`src/rtl/bios_pkg.sv`:
```
// Shared types and byte constants for the bios/UART mode arbiter.
package bios_pkg;

  typedef enum logic [1:0] {
    BOOT       = 2'd0,
    DRAIN_RUN  = 2'd1,
    RUN        = 2'd2,
    DRAIN_BOOT = 2'd3
  } uart_mode_t;

  typedef enum logic {
    SRC_BIOS = 1'b0,
    SRC_CPU  = 1'b1
  } tx_src_t;

  localparam logic [7:0] ASCII_ESC = 8'h1B;
  localparam logic [7:0] ASCII_B   = 8'h42;

endpackage

```
`src/rtl/uart_tx_slot.sv`:
```
// One-entry registered output stage feeding the UART transmitter.
module uart_tx_slot (
  input  logic       clk,
  input  logic       rst,
  input  logic       clk_en,
  input  logic       load,
  input  logic [7:0] load_data,
  input  logic       tx_ready,
  output logic [7:0] tx_data,
  output logic       tx_valid,
  output logic       slot_free
);

  logic [7:0] data_q;
  logic       valid_q;

  assign slot_free = !valid_q | tx_ready;
  assign tx_data   = data_q;
  assign tx_valid  = valid_q;

  // Data is only replaced on a load, so it stays stable while the byte waits.
  always_ff @(posedge clk or posedge rst) begin
    if (rst) begin
      data_q  <= 8'h00;
      valid_q <= 1'b0;
    end else if (clk_en && slot_free) begin
      valid_q <= load;
      if (load) begin
        data_q <= load_data;
      end
    end
  end

endmodule

```
`src/rtl/uart_mode_arbiter.sv`:
```
// Shares one UART byte stream between the bios command FSM and the CPU,
// sequencing BOOT/RUN mode changes and driving the CPU hold line.
module uart_mode_arbiter
  import bios_pkg::*;
#(
  parameter logic [7:0] ESC_CHAR  = ASCII_ESC,
  parameter int         ESC_COUNT = 3,
  parameter logic [7:0] ACK_CHAR  = ASCII_B
) (
  input  logic       clk,
  input  logic       rst,
  input  logic       clk_en,
  input  logic [7:0] rx_data,
  input  logic       rx_valid,
  output logic       rx_ready,
  output logic [7:0] bios_rx_data,
  output logic       bios_rx_valid,
  input  logic       bios_rx_ready,
  output logic [7:0] cpu_rx_data,
  output logic       cpu_rx_valid,
  input  logic       cpu_rx_ready,
  input  logic [7:0] bios_tx_data,
  input  logic       bios_tx_valid,
  output logic       bios_tx_ready,
  input  logic [7:0] cpu_tx_data,
  input  logic       cpu_tx_valid,
  output logic       cpu_tx_ready,
  output logic [7:0] tx_data,
  output logic       tx_valid,
  input  logic       tx_ready,
  input  logic       run_req,
  output logic       cpu_hold,
  output logic       boot_mode
);

  localparam int                CNT_W    = $clog2(ESC_COUNT + 1);
  localparam logic [CNT_W-1:0] ESC_LAST = CNT_W'(ESC_COUNT);

  uart_mode_t        state_q, state_d;
  tx_src_t           last_grant_q, last_grant_d;
  logic [CNT_W-1:0]  esc_cnt_q, esc_cnt_d;
  logic [CNT_W-1:0]  esc_inc_s;
  logic              slot_free_s;
  logic              grant_bios_s, grant_cpu_s;
  logic              ack_load_s, load_s;
  logic [7:0]        load_data_s;
  logic              rx_fire_s;

  assign bios_rx_data = rx_data;
  assign cpu_rx_data  = rx_data;
  assign rx_fire_s    = rx_valid & rx_ready;
  assign esc_inc_s    = esc_cnt_q + CNT_W'(1);
  assign cpu_hold     = (state_q != RUN);
  assign boot_mode    = (state_q == BOOT) || (state_q == DRAIN_RUN);

  // RX routing: the byte goes to whichever side owns the stream in this mode.
  always_comb begin
    bios_rx_valid = 1'b0;
    cpu_rx_valid  = 1'b0;
    rx_ready      = 1'b0;
    case (state_q)
      BOOT: begin
        bios_rx_valid = rx_valid;
        rx_ready      = clk_en & bios_rx_ready;
      end
      RUN: begin
        cpu_rx_valid = rx_valid;
        rx_ready     = clk_en & cpu_rx_ready;
      end
      default: begin
        rx_ready = 1'b0;
      end
    endcase
  end

  // TX grant: bios only in BOOT, per-byte round robin in RUN, nobody while draining.
  always_comb begin
    grant_bios_s = 1'b0;
    grant_cpu_s  = 1'b0;
    case (state_q)
      BOOT: begin
        grant_bios_s = bios_tx_valid;
      end
      RUN: begin
        if (bios_tx_valid && cpu_tx_valid) begin
          if (last_grant_q == SRC_CPU) begin
            grant_bios_s = 1'b1;
          end else begin
            grant_cpu_s = 1'b1;
          end
        end else begin
          grant_bios_s = bios_tx_valid;
          grant_cpu_s  = cpu_tx_valid;
        end
      end
      default: begin
        grant_bios_s = 1'b0;
      end
    endcase
  end

  assign bios_tx_ready = clk_en & slot_free_s & grant_bios_s;
  assign cpu_tx_ready  = clk_en & slot_free_s & grant_cpu_s;
  assign load_s        = grant_bios_s | grant_cpu_s | ack_load_s;

  // The ACK byte is only ever loaded while draining, when no source is granted.
  always_comb begin
    if (ack_load_s) begin
      load_data_s = ACK_CHAR;
    end else if (grant_cpu_s) begin
      load_data_s = cpu_tx_data;
    end else begin
      load_data_s = bios_tx_data;
    end
  end

  // Mode FSM, escape counter and round-robin history.
  always_comb begin
    state_d      = state_q;
    esc_cnt_d    = esc_cnt_q;
    last_grant_d = last_grant_q;
    ack_load_s   = 1'b0;
    case (state_q)
      BOOT: begin
        if (clk_en && run_req) begin
          state_d = DRAIN_RUN;
        end
      end
      DRAIN_RUN: begin
        if (clk_en && slot_free_s) begin
          state_d = RUN;
        end
      end
      RUN: begin
        if (cpu_tx_ready) begin
          last_grant_d = SRC_CPU;
        end else if (bios_tx_ready) begin
          last_grant_d = SRC_BIOS;
        end
        if (rx_fire_s) begin
          if (rx_data == ESC_CHAR) begin
            if (esc_inc_s == ESC_LAST) begin
              esc_cnt_d = '0;
              state_d   = DRAIN_BOOT;
            end else begin
              esc_cnt_d = esc_inc_s;
            end
          end else begin
            esc_cnt_d = '0;
          end
        end
      end
      DRAIN_BOOT: begin
        if (clk_en && slot_free_s) begin
          state_d    = BOOT;
          ack_load_s = 1'b1;
        end
      end
      default: begin
        state_d = BOOT;
      end
    endcase
  end

  // State registers; everything freezes while clk_en is low.
  always_ff @(posedge clk or posedge rst) begin
    if (rst) begin
      state_q      <= BOOT;
      esc_cnt_q    <= '0;
      last_grant_q <= SRC_CPU;
    end else if (clk_en) begin
      state_q      <= state_d;
      esc_cnt_q    <= esc_cnt_d;
      last_grant_q <= last_grant_d;
    end
  end

  uart_tx_slot u_tx_slot (
    .clk       (clk),
    .rst       (rst),
    .clk_en    (clk_en),
    .load      (load_s),
    .load_data (load_data_s),
    .tx_ready  (tx_ready),
    .tx_data   (tx_data),
    .tx_valid  (tx_valid),
    .slot_free (slot_free_s)
  );

endmodule
```
`config.mk`:
```
export PLATFORM = sky130hd
export DESIGN_NAME = uart_mode_arbiter
export DESIGN_NICKNAME = d
export VERILOG_FILES = /design/src/rtl/bios_pkg.sv /design/src/rtl/uart_tx_slot.sv /design/src/rtl/uart_mode_arbiter.sv
export SDC_FILE = /design/constraint.sdc
export NUM_CORES = 1
export LEC_CHECK = 0
export BUFFER_PORTS_ARGS = -buffer_cell sky130_fd_sc_hd__clkbuf_2
export CAP_MARGIN = 25
export CORE_ASPECT_RATIO = 1.5
export CORE_UTILIZATION = 44
export DETAILED_ROUTE_END_ITERATION = 12
export HOLD_SLACK_MARGIN = 0.03
export MAX_ROUTING_LAYER = met4
export PLACE_DENSITY = 0.82
export SLEW_MARGIN = 10
export SYNTH_ARGS = -nofsm -noshare
export SYNTH_HDL_FRONTEND = slang
export SYNTH_SLANG_ARGS = --single-unit
```
`constraint.sdc`:
```
create_clock -name clk -period 2.4 [get_ports clk]
set_input_delay 0.48 -clock clk [delete_from_list [all_inputs] [get_ports clk]]
set_output_delay 0.48 -clock clk [all_outputs]
set_load 0.05 [all_outputs]
```
==> results.json <==
{
  "post-route-period-util_pct": 96.8,
  "cp_cell_sequence": "inv_1 > ha_4 > nand2_1 > or2_2 > nor2_2 > clkbuf_4",
  "cp.depth": 6,
  "place_ws_ns": 0.227,
  "synthDistinctLibCells": 37,
  "hpwl_mm": 2.29,
  "whs_ns": 0.207,
  "area.growth.synth_to_final_pct": 25.2,
  "utilization_pct": 58.8,
  "cts-htree-levels": 1,
  "outcome": "finished with violations",
  "critPathLaunchType": "register",
  "critPathBufInv": 2,
  "clock-root-buffer": "clkbuf_4",
  "fp.coreArea_mm2": 0.00245,
  "finalCriticalPeriod_ns": 2.32,
  "drtPass1Iterations": 8,
  "synthTopCellsByCount": "buf_4, dfrtp_1, mux2i_1, nand2_1",
  "hold_class": "in2async",
  "drive_above_1_share_pct": 48.6,
  "p_per_area_mw_per_mm2": 1250,
  "cts_buffer_depth": 2,
  "viasPerCell": 5.66,
  "die-area_mm2": 0.00283,
  "finalPower_mw": 1.81,
  "synth_fp_nets": 165,
  "vias": 1127,
  "finalMaxSlewViolations": 0,
  "drtIter0Drc": 26,
  "fill_cells": 225,
  "gp_congestion": 0.917,
  "cts.hold.buffers_added": 0,
  "dp_cells": 195,
  "synth_area_leader_cell": "dfrtp_1",
  "grt_pass1_vias": 1066,
  "rsz0062_at_grt": "yes",
  "io_pins": 66,
  "layout_setup_ws_ns": 0.0772,
  "setup_viol": 0,
  "slowest_delay_ns": 0.41,
  "slew_headroom_pct": 61.8,
  "synth.most_common_cell": "buf_4",
  "worstSetupStartpoint": "state_q[0]$_DFFE_PP0P_",
  "violations": "DRC",
  "drtAntennaViolNets": 0,
  "initial_utilization_pct": 46.9,
  "fin_cells": 199,
  "die_w_um": 43.7,
  "synth_edf_count": 0,
  "portBuffers": 65,
  "p_leak_nw": 0.788,
  "cp-end-kind": "output port",
  "rows": 22,
  "drc": 5,
  "ff2ff_path_depth": 6,
  "synth-seq-area-share_pct": 30.6,
  "r2r-start": "state_q[0]$_DFFE_PP0P_",
  "synth.yosys.warnings": 0,
  "netlist_instances": 125,
  "syn_area_per_cell_um2": 9.20,
  "wl_mm": 2.80,
  "synth-async-reset-ratio_pct": 100,
  "grtUsageTotal_pct": 22.0,
  "drv_cap": 0,
  "placed_cell_area_mm2": 0.00139,
  "numCtsBuffers": 3,
  "r2r-end": "u_tx_slot.tx_data[0]$_DFFE_PP0P_",
  "crit_family": "simple AND/OR/NAND/NOR gates",
  "critPathMaxFanout": 8,
  "post_synth_instance_area_mm2": 0.00115,
  "peakVddDrop_mv": 0.618,
  "r2r_slack_ns": 0.34,
  "synth_top_area_share_pct": 28.3,
  "fin_area_mm2": 0.00144,
  "avgRoutedWirePerCell_um": 14.1,
  "clock_skew_ns": 0.00122,
  "max_slew.worst_pin.slew_ns": 0.572,
  "max_freq_mhz": 431,
  "critPathRequiredTime_ns": 1.92,
  "synth_ff_type": "dfrtp_1",
  "fin_nets": 216,
  "dieHeight_um": 64.6,
  "clock-sinks": 14,
  "cts_tree": "done",
  "grt_pass1_wl_mm": 4.53,
  "yosys-top-cells-area": "dfrtp_1, buf_4, mux2i_1",
  "crit_path_top_delay_cell": "dfrtp_1",
  "grt_start_max_net_pins": 15,
  "worstSkewPairLatency_ns": 0.29,
  "timing.setup.tns_ns": 0,
  "diodes": 0,
  "worstSetupPathType": "reg2out",
  "antenna_found_initial": 0,
  "grt_overflow": 0,
  "clk_pin_slew_ns": 0.09,
  "arrival_ns": 1.84,
  "ys_ff_latch": 14,
  "hold_violations": 0,
  "crit_end": "cpu_tx_ready"
}
## sequential cells by signal, summed over array words and instances, names as in the netlist
| signal | flops |
|---|---|
| esc_cnt_q | 2 |
| last_grant_q | 1 |
| state_q | 2 |
| u_tx_slot.tx_data | 8 |
| u_tx_slot.tx_valid | 1 |
## power breakdown
| part | switching, mW | total [mW] | internal, mW |
|---|---|---|---|
| sequential | 0.0795 | 0.412 | 0.332 |
| combinational | 0.823 | 1.21 | 0.391 |
| clock | 0.0877 | 0.180 | 0.0925 |
| total | 0.990 | 1.81 | 0.816 |
## how the worst min path moves through the flow
stage | from | end | depth (start not counted)
detailed placement | u_tx_slot.tx_data[4]$_DFFE_PP0P_ | u_tx_slot.tx_data[4]$_DFFE_PP0P_ | 2
global placement | u_tx_slot.tx_data[3]$_DFFE_PP0P_ | u_tx_slot.tx_data[3]$_DFFE_PP0P_ | 2
finish | rst | u_tx_slot.tx_data[2]$_DFFE_PP0P_ | 2
CTS | rst | u_tx_slot.tx_data[2]$_DFFE_PP0P_ | 2
floorplan | rst | esc_cnt_q[0]$_DFFE_PP0P_ | 1
global route | rst | u_tx_slot.tx_data[3]$_DFFE_PP0P_ | 2
## cells by family after synthesis
group / Yosys count / synth area share [%]
adders and majority gates: 6 / 6.53
DFF: 14 / 30.6
AOI/OAI and AO/OA: 27 / 19.5
and+or+nand+nor: 38 / 18.4
muxes: 11 / 10.1
buffers and inverters: 29 / 14.9
## worst reg2reg max path, delay by kind of cell (launching register included)
kind,cells,cell delay (ns)
DFF,1,0.41
AOI/OAI and AO/OA,3,0.63
adders and majority gates,1,0.31
buffers and inverters,1,0.19
and+or+nand+nor,1,0.38
## cells in the final DEF, fill, tap and decap left out, types with 2 or more instances in the layout
cell type	count
o21ai_0	3
mux2i_1	9
or2_2	3
a21oi_1	3
buf_4	2
clkbuf_4	4
clkbuf_2	63
ha_1	4
o221ai_1	6
dfrtp_1	13
inv_1	8
nand2_1	9
o21ai_1	2
nand2b_1	8
and2_1	3
a211oi_1	5
nor2_1	5
## cell type report
type | count | area (um2) | share of cell area [%]
Inverter | 8 | 30.0 | 2.09
Clock buffer | 4 | 36.3 | 2.52
Tap cell | 24 | 30.0 | 2.09
Timing Repair Buffer | 67 | 343 | 23.8
Sequential cell | 14 | 352 | 24.4
Multi-Input combinational cell | 82 | 649 | 45.1
## what timing repair did
item / in CTS / in global routing
setup endpoints to repair: 1 / 2
setup buffers: 0 / 0
resized for setup: 2 / 3
## per-layer routing
layer / vias to the layer above / track usage [%] / share of wire (%)
met5: - / - / 0
met4: 0 / 8.59 / 1.4
met3: 5 / 4.74 / 8.6
met2: 65 / 42.9 / 55
met1: 529 / 19.1 / 35
li1: 528 / - / -
Note: power is estimated with default switching activity, not from simulation.
